File: config.mk
export PLATFORM = sky130hd
export DESIGN_NAME = id_ex_operand_stage
export DESIGN_NICKNAME = d
export VERILOG_FILES = /design/src/rtl/id_ex_operand_stage.sv
export SDC_FILE = /design/constraint.sdc
export NUM_CORES = 1
export LEC_CHECK = 0
export ABC_AREA = 1
export BUFFER_PORTS_ARGS = -buffer_cell sky130_fd_sc_hd__buf_2
export CORE_MARGIN = 2
export CORE_UTILIZATION = 30
export CTS_CLUSTER_DIAMETER = 80
export DETAILED_ROUTE_END_ITERATION = 7
export SYNTH_ARGS = -nofsm -noshare
export SYNTH_HDL_FRONTEND = slang
export SYNTH_SLANG_ARGS = --single-unit
export TNS_END_PERCENT = 100
File: constraint.sdc
create_clock -name clk -period 1.9 [get_ports clk]
set_clock_uncertainty 0.15 [all_clocks]
set_input_delay 0 -clock clk [delete_from_list [all_inputs] [get_ports clk]]
set_output_delay 0 -clock clk [all_outputs]
set_load 0.005 [all_outputs]
File: src/rtl/id_ex_operand_stage.sv
// ID/EX operand stage: one-deep pipeline register between decode and the ALU.
// Captures an instruction on the valid/ready handshake, resolves operand
// sources, encodes the ALU opcode and holds everything stable until EX takes it.
// Build option: define FWD_EN to forward from EX/MEM and MEM/WB.
// Without it, the stage stalls decode on any RAW hazard against the
// in-flight writers.
module id_ex_operand_stage #(
  parameter int XLEN   = 32,
  parameter int REG_AW = 5
) (
  input  logic              clk,
  input  logic              rst_n,
  input  logic              in_valid,
  output logic              in_ready,
  input  logic [REG_AW-1:0] rs1_addr,
  input  logic [REG_AW-1:0] rs2_addr,
  input  logic [XLEN-1:0]   rs1_data,
  input  logic [XLEN-1:0]   rs2_data,
  input  logic [XLEN-1:0]   imm,
  input  logic              use_imm,
  input  logic              is_rtype,
  input  logic [2:0]        funct3,
  input  logic              funct7b5,
  input  logic [REG_AW-1:0] rd_addr,
  input  logic              reg_write,
  input  logic              exm_wr_en,
  input  logic [REG_AW-1:0] exm_rd,
  input  logic [XLEN-1:0]   exm_data,
  input  logic              mwb_wr_en,
  input  logic [REG_AW-1:0] mwb_rd,
  input  logic [XLEN-1:0]   mwb_data,
  input  logic              flush,
  output logic              out_valid,
  input  logic              out_ready,
  output logic [XLEN-1:0]   alu_a,
  output logic [XLEN-1:0]   alu_b,
  output logic [3:0]        alu_op,
  output logic [XLEN-1:0]   store_data,
  output logic [REG_AW-1:0] rd_out,
  output logic              reg_write_out,
  output logic              illegal_op
);

  logic            hazard_stall;
  logic            load;
  logic [XLEN-1:0] src_a;
  logic [XLEN-1:0] src_rs2;
  logic [3:0]      op_enc;
  logic            op_illegal;

`ifdef FWD_EN
  // EX/MEM is the younger producer, so it wins over MEM/WB; x0 always reads zero.
  function automatic logic [XLEN-1:0] fwd_value(input logic [REG_AW-1:0] rs,
                                                input logic [XLEN-1:0]   rf_data);
    if (rs == '0)                         return '0;
    else if (exm_wr_en && exm_rd == rs)   return exm_data;
    else if (mwb_wr_en && mwb_rd == rs)   return mwb_data;
    else                                  return rf_data;
  endfunction

  assign src_a        = fwd_value(rs1_addr, rs1_data);
  assign src_rs2      = fwd_value(rs2_addr, rs2_data);
  assign hazard_stall = 1'b0;
`else
  // A source is busy while any older instruction still owes a write to it.
  function automatic logic src_busy(input logic [REG_AW-1:0] rs);
    return (rs != '0) &&
           ((exm_wr_en && exm_rd == rs) ||
            (mwb_wr_en && mwb_rd == rs) ||
            (out_valid && reg_write_out && rd_out == rs));
  endfunction

  logic unused_fwd_data;
  assign unused_fwd_data = ^{exm_data, mwb_data};

  assign src_a   = rs1_data;
  assign src_rs2 = rs2_data;
  // rs2 is always checked: store_data carries rs2 even when B takes the
  // immediate, and this stage cannot tell a store from other I-type ops.
  assign hazard_stall = in_valid && (src_busy(rs1_addr) || src_busy(rs2_addr));
`endif

  assign in_ready = (!out_valid || out_ready) && !hazard_stall;
  assign load     = in_valid && in_ready;

  // funct3 to ALU opcode; unsupported encodings fall back to ADD and are flagged.
  always_comb begin
    op_enc     = 4'b0000;
    op_illegal = 1'b0;
    case (funct3)
      3'b000:  op_enc = (is_rtype && funct7b5) ? 4'b1000 : 4'b0000;
      3'b111:  op_enc = 4'b0111;
      3'b110:  op_enc = 4'b0110;
      3'b100:  op_enc = 4'b0100;
      3'b010:  op_enc = 4'b0010;
      3'b001:  op_enc = 4'b0001;
      default: op_illegal = 1'b1;
    endcase
  end

  // Pipeline register: flush beats load, load beats drain, otherwise hold.
  always_ff @(posedge clk or negedge rst_n) begin
    if (!rst_n) begin
      out_valid     <= 1'b0;
      alu_a         <= '0;
      alu_b         <= '0;
      alu_op        <= 4'b0000;
      store_data    <= '0;
      rd_out        <= '0;
      reg_write_out <= 1'b0;
      illegal_op    <= 1'b0;
    end else if (flush) begin
      out_valid     <= 1'b0;
      reg_write_out <= 1'b0;
    end else if (load) begin
      out_valid     <= 1'b1;
      alu_a         <= src_a;
      alu_b         <= use_imm ? imm : src_rs2;
      alu_op        <= op_enc;
      store_data    <= src_rs2;
      rd_out        <= rd_addr;
      reg_write_out <= reg_write;
      illegal_op    <= op_illegal;
    end else if (out_ready) begin
      out_valid     <= 1'b0;
      reg_write_out <= 1'b0;
    end
  end

endmodule

==> results.txt <==
The flow ran to the end, but the final reports show violations. The final reports fail on negative setup slack. Setup repair after global routing could not meet its margin everywhere. The slowest stage of the critical path is the sky130_fd_sc_hd__dfrtp_1 cell. The residual overflow from global routing is 0. The kind of cell with the highest combined delay on the critical path is simple AND/OR/NAND/NOR gates. Relative to the synthesized area, the layout overhead comes to 70.8%.

The total of buffers placed on input and output ports came out at ~240. The cell sitting at the root of the clock tree is a sky130_fd_sc_hd__clkbuf_16. The total stage count of the critical path is 13. The boundary pin count came out at 308. The number of vias in the routed layout is about 5,500. The remaining antenna violation count after routing is 0. The antenna diode instance count is 0. The internal reg-to-reg setup slack is -8 ps.

The number of maximum-capacitance violations came out at 0. The half-perimeter wire length after placement is between 10,000 and 15,000 um. The power density normalized to cell area came out at around 800 nW/um^2.

The clock transition time at the flip-flop clock pins of the worst setup and hold paths is approximately 80 ps. The arrival time reported for the critical path endpoint is approximately 2000 ps. The pre-CTS setup slack is -40.5 ps. The violation count after the first detailed-route iteration is 225. The maximum number of pins on one net before global-route repair is between 50 and 60. The Yosys warning count is 0.

The initial antenna violation count is 0. In this run the worst path has a maximum fanout of 8. The path depth of the worst reg2reg path is 13. The cell count after synthesis came out at between 600 and 700. The detailed-route vias per instance is approximately 4.4.

The horizontal die dimension came out at ~130 um. The mean cell area of the mapped netlist came out at slightly below 8 sq um. The remaining routing DRC violations is 0. The leakage dissipation is between 4 and 5 nW. The via count of the first global-routing pass came out at 5,456. The fraction of the yosys area taken by sequential cells is between 50% and 60%. The cell type with the highest occurrence count on the critical path is sky130_fd_sc_hd__nand2_2. TritonCTS built the clock tree.

At the worst endpoint, the required time is roughly 2000 ps. The routability congestion estimate is 0.848. The average wire per standard cell came out at roughly 14 um. The maximum single-stage delay on the critical path is just over 400 ps. The overall routing resource usage is a little under a fifth. The buffer and inverter count on the worst path came out at 3. Counting distinct cell types in the post-synthesis netlist gives 18. The post-layout minimum cycle time is ~1900 ps. Walking the worst path, the cells encountered are inv_2, nand2_1, o21ai_1, nor2_1, nand3_1, nand3_1, nand2_2, nand4_4, nor2_4, buf_12, clkbuf_16, nand2_2, nand2_2. The overall power consumption is roughly 0.007 W. The number of search-and-repair iterations in the first detailed-routing pass is 4.

The number of nets in the synthesized netlist came out at 857. STA classifies the critical path startpoint as a flip-flop. The highest clock rate came out at between 0.5 and 0.6 GHz. The worst relative slew slack is 70.8%. The worst hold-check slack is around 150 ps. The transition time at the pin with the least slew margin is approximately 440 ps. The number of core rows is 47. The cell depth of the worst hold path came out at 4. The share of the clock period used by the worst path is 100%. The endpoint type of the worst setup path is a flip-flop.

The die outline height came out at 135 um. The smallest setup slack after layout came out at -7.76 ps. The first global-routing pass estimated between 20,000 and 30,000 um of wire. The proportion of layout cells with a drive suffix above 1 came out at 37.8%. The clock sink total is about 110. The min-delay analysis places its worst path in the category primary input to flip-flop. The final number of hold-violating endpoints came out at 0. The depth of the CTS H-tree came out at 3.

The total wire length after detailed routing is ~18,000 um. The maximum clock insertion buffer count came out at 2. The setup path with the least slack is of type flip-flop to flip-flop.

The register bit count reported by yosys is about 110. Setup violations remaining at the end of the flow were counted as 1. The insertion delay to the later sink of the worst-skew pair came out at 340 ps. The number of buffers inserted during clock tree synthesis is 9.

The worst supply voltage drop on vdd came out at between 0.0004 and 0.0005 V. The floorplan step defined a die boundary enclosing around 18,000 sq um. The total count of max-transition violations in the final report came out at 0. The starting utilization of the core area is between 30% and 40%.

The net count of the finished layout is approximately 1,200. The core region is around 17,000 sq um. The synthesized cell area came out at 5120 sq um.
cells in the final DEF, fill, tap and decap left out:
cell                            count
sky130_fd_sc_hd__nand2_1          355
sky130_fd_sc_hd__buf_2            242
sky130_fd_sc_hd__dlygate4sd3_1    112
sky130_fd_sc_hd__dfrtp_1          107
sky130_fd_sc_hd__nand2_2           43
sky130_fd_sc_hd__mux2_2            32
sky130_fd_sc_hd__nor2_1            27
sky130_fd_sc_hd__inv_1             25
sky130_fd_sc_hd__clkbuf_16         18
sky130_fd_sc_hd__buf_12            13
sky130_fd_sc_hd__nand3_1           11
sky130_fd_sc_hd__inv_2              9
sky130_fd_sc_hd__buf_4              9
sky130_fd_sc_hd__nand2_4            8
sky130_fd_sc_hd__buf_8              6
sky130_fd_sc_hd__nor3_1             3
sky130_fd_sc_hd__a21oi_1            3
sky130_fd_sc_hd__buf_6              3
sky130_fd_sc_hd__o21ai_1            2
sky130_fd_sc_hd__nand4_4            2
sky130_fd_sc_hd__inv_6              2
sky130_fd_sc_hd__inv_8              2
sky130_fd_sc_hd__nand3_2            1
sky130_fd_sc_hd__nor2_4             1
sky130_fd_sc_hd__xnor2_1            1
sky130_fd_sc_hd__and2_1             1
sky130_fd_sc_hd__clkinvlp_4         1
sky130_fd_sc_hd__bufinv_16          1
sky130_fd_sc_hd__clkbuf_1           1
sky130_fd_sc_hd__dfrtp_2            1
timing repair:
action / 4_1_cts / 5_1_grt
setup buffers: 1 / 5
pin swaps: 0 / 22
gates resized for setup: 2 / 82
endpoints found under the hold margin: 216 / 9
endpoints found under the setup margin: 61 / 131
cloned: 0 / 13
hold buffers: 112 / 1
metal layers:
| metal | track usage, % | wire length (um) | vias up |
|---|---|---|---|
| li1 | - | - | 2752 |
| met1 | 22.5 | 7790 | 2539 |
| met2 | 30.8 | 8760 | 193 |
| met3 | 4.43 | 1290 | 26 |
| met4 | 5.91 | 322 | 0 |
| met5 | 0 | 0 | - |
synthesized netlist by cell type:
cell                         n  area share [%]
sky130_fd_sc_hd__nor3_1      3            0.29
sky130_fd_sc_hd__inv_1      30             2.2
sky130_fd_sc_hd__buf_6       2            0.44
sky130_fd_sc_hd__dfrtp_1   108              53
sky130_fd_sc_hd__and2_1      1            0.12
sky130_fd_sc_hd__inv_2       4            0.29
sky130_fd_sc_hd__nand4_2     2            0.49
sky130_fd_sc_hd__clkbuf_1    4            0.29
sky130_fd_sc_hd__o21ai_1     2            0.20
sky130_fd_sc_hd__nor2_1     27             2.0
sky130_fd_sc_hd__buf_2      13             1.3
sky130_fd_sc_hd__xnor2_1     1            0.17
sky130_fd_sc_hd__buf_4       7             1.0
sky130_fd_sc_hd__nor2_4      1            0.22
sky130_fd_sc_hd__nand3_1    12             1.2
sky130_fd_sc_hd__nand2_1   406              30
sky130_fd_sc_hd__mux2_2     32             7.0
sky130_fd_sc_hd__a21oi_1     3            0.29
stage by stage:
step / utilization [%] / setup TNS [ps] / instances / area, sq um
floorplan: - / 0 / 658 / 5120
global placement: 40.5 / 0 / 1115 / 6750
detailed placement: 40.5 / -872 / 1115 / 6750
CTS: 49.2 / -3.17 / 1244 / 8190
global route: 52.6 / -9210 / 1262 / 8750
finish: 52.6 / -7.76 / 1262 / 8750
cell type report:
type,instances,area (sq um)
clock buffer,10,229
clock inverter,6,77.6
fill,1529,7890
inverter,34,128
multi-input combinational,490,2330
sequential,108,2700
tap,220,275
timing repair buffer,394,3010
tightest hold or removal path: cells and delay by family:
family / cells / cell delay (ps)
AND/OR/NAND/NOR: 2 / 100
multiplexers: 1 / 280
buffers and inverters: 1 / 240
state kept, by name, summed over array words and instances, names as in the netlist:
name           flops
alu_a             32
alu_b             32
store_data        32
rd_out             5
alu_op             4
illegal_op         1
out_valid          1
reg_write_out      1
path summary, 6_finish.rpt:
| check | startpoint | endpoint |
|---|---|---|
| max reg2reg | rd_out[1] | alu_a[30] |
| min in group asynchronous | rst_n | alu_b[13] |
| max | rd_out[1] | alu_a[30] |
| min | use_imm | alu_b[30] |
| min reg2reg | alu_b[1] | alu_b[1] |
| max in group asynchronous | rst_n | rd_out[0] |
power by group:
part | internal, W | switching, W | total (W)
clock | 0.00105 | 0.000927 | 0.00198
combinational | 0.00105 | 0.000981 | 0.00203
sequential | 0.00274 | 0.000250 | 0.00299
cells by family (layout without fill, tap and decap cells):
| kind of cell | Yosys count | after routing | synth area share (%) |
|---|---|---|---|
| buffers and inverters | 60 | 444 | 5.52 |
| AO/OA/AOI/OAI | 5 | 5 | 0.488 |
| XOR/XNOR | 1 | 1 | 0.171 |
| flip-flops | 108 | 108 | 52.8 |
| AND/OR/NAND/NOR | 452 | 452 | 34.0 |
| multiplexers | 32 | 32 | 7.03 |
No activity file was read; power rests on OpenSTA's default activity.
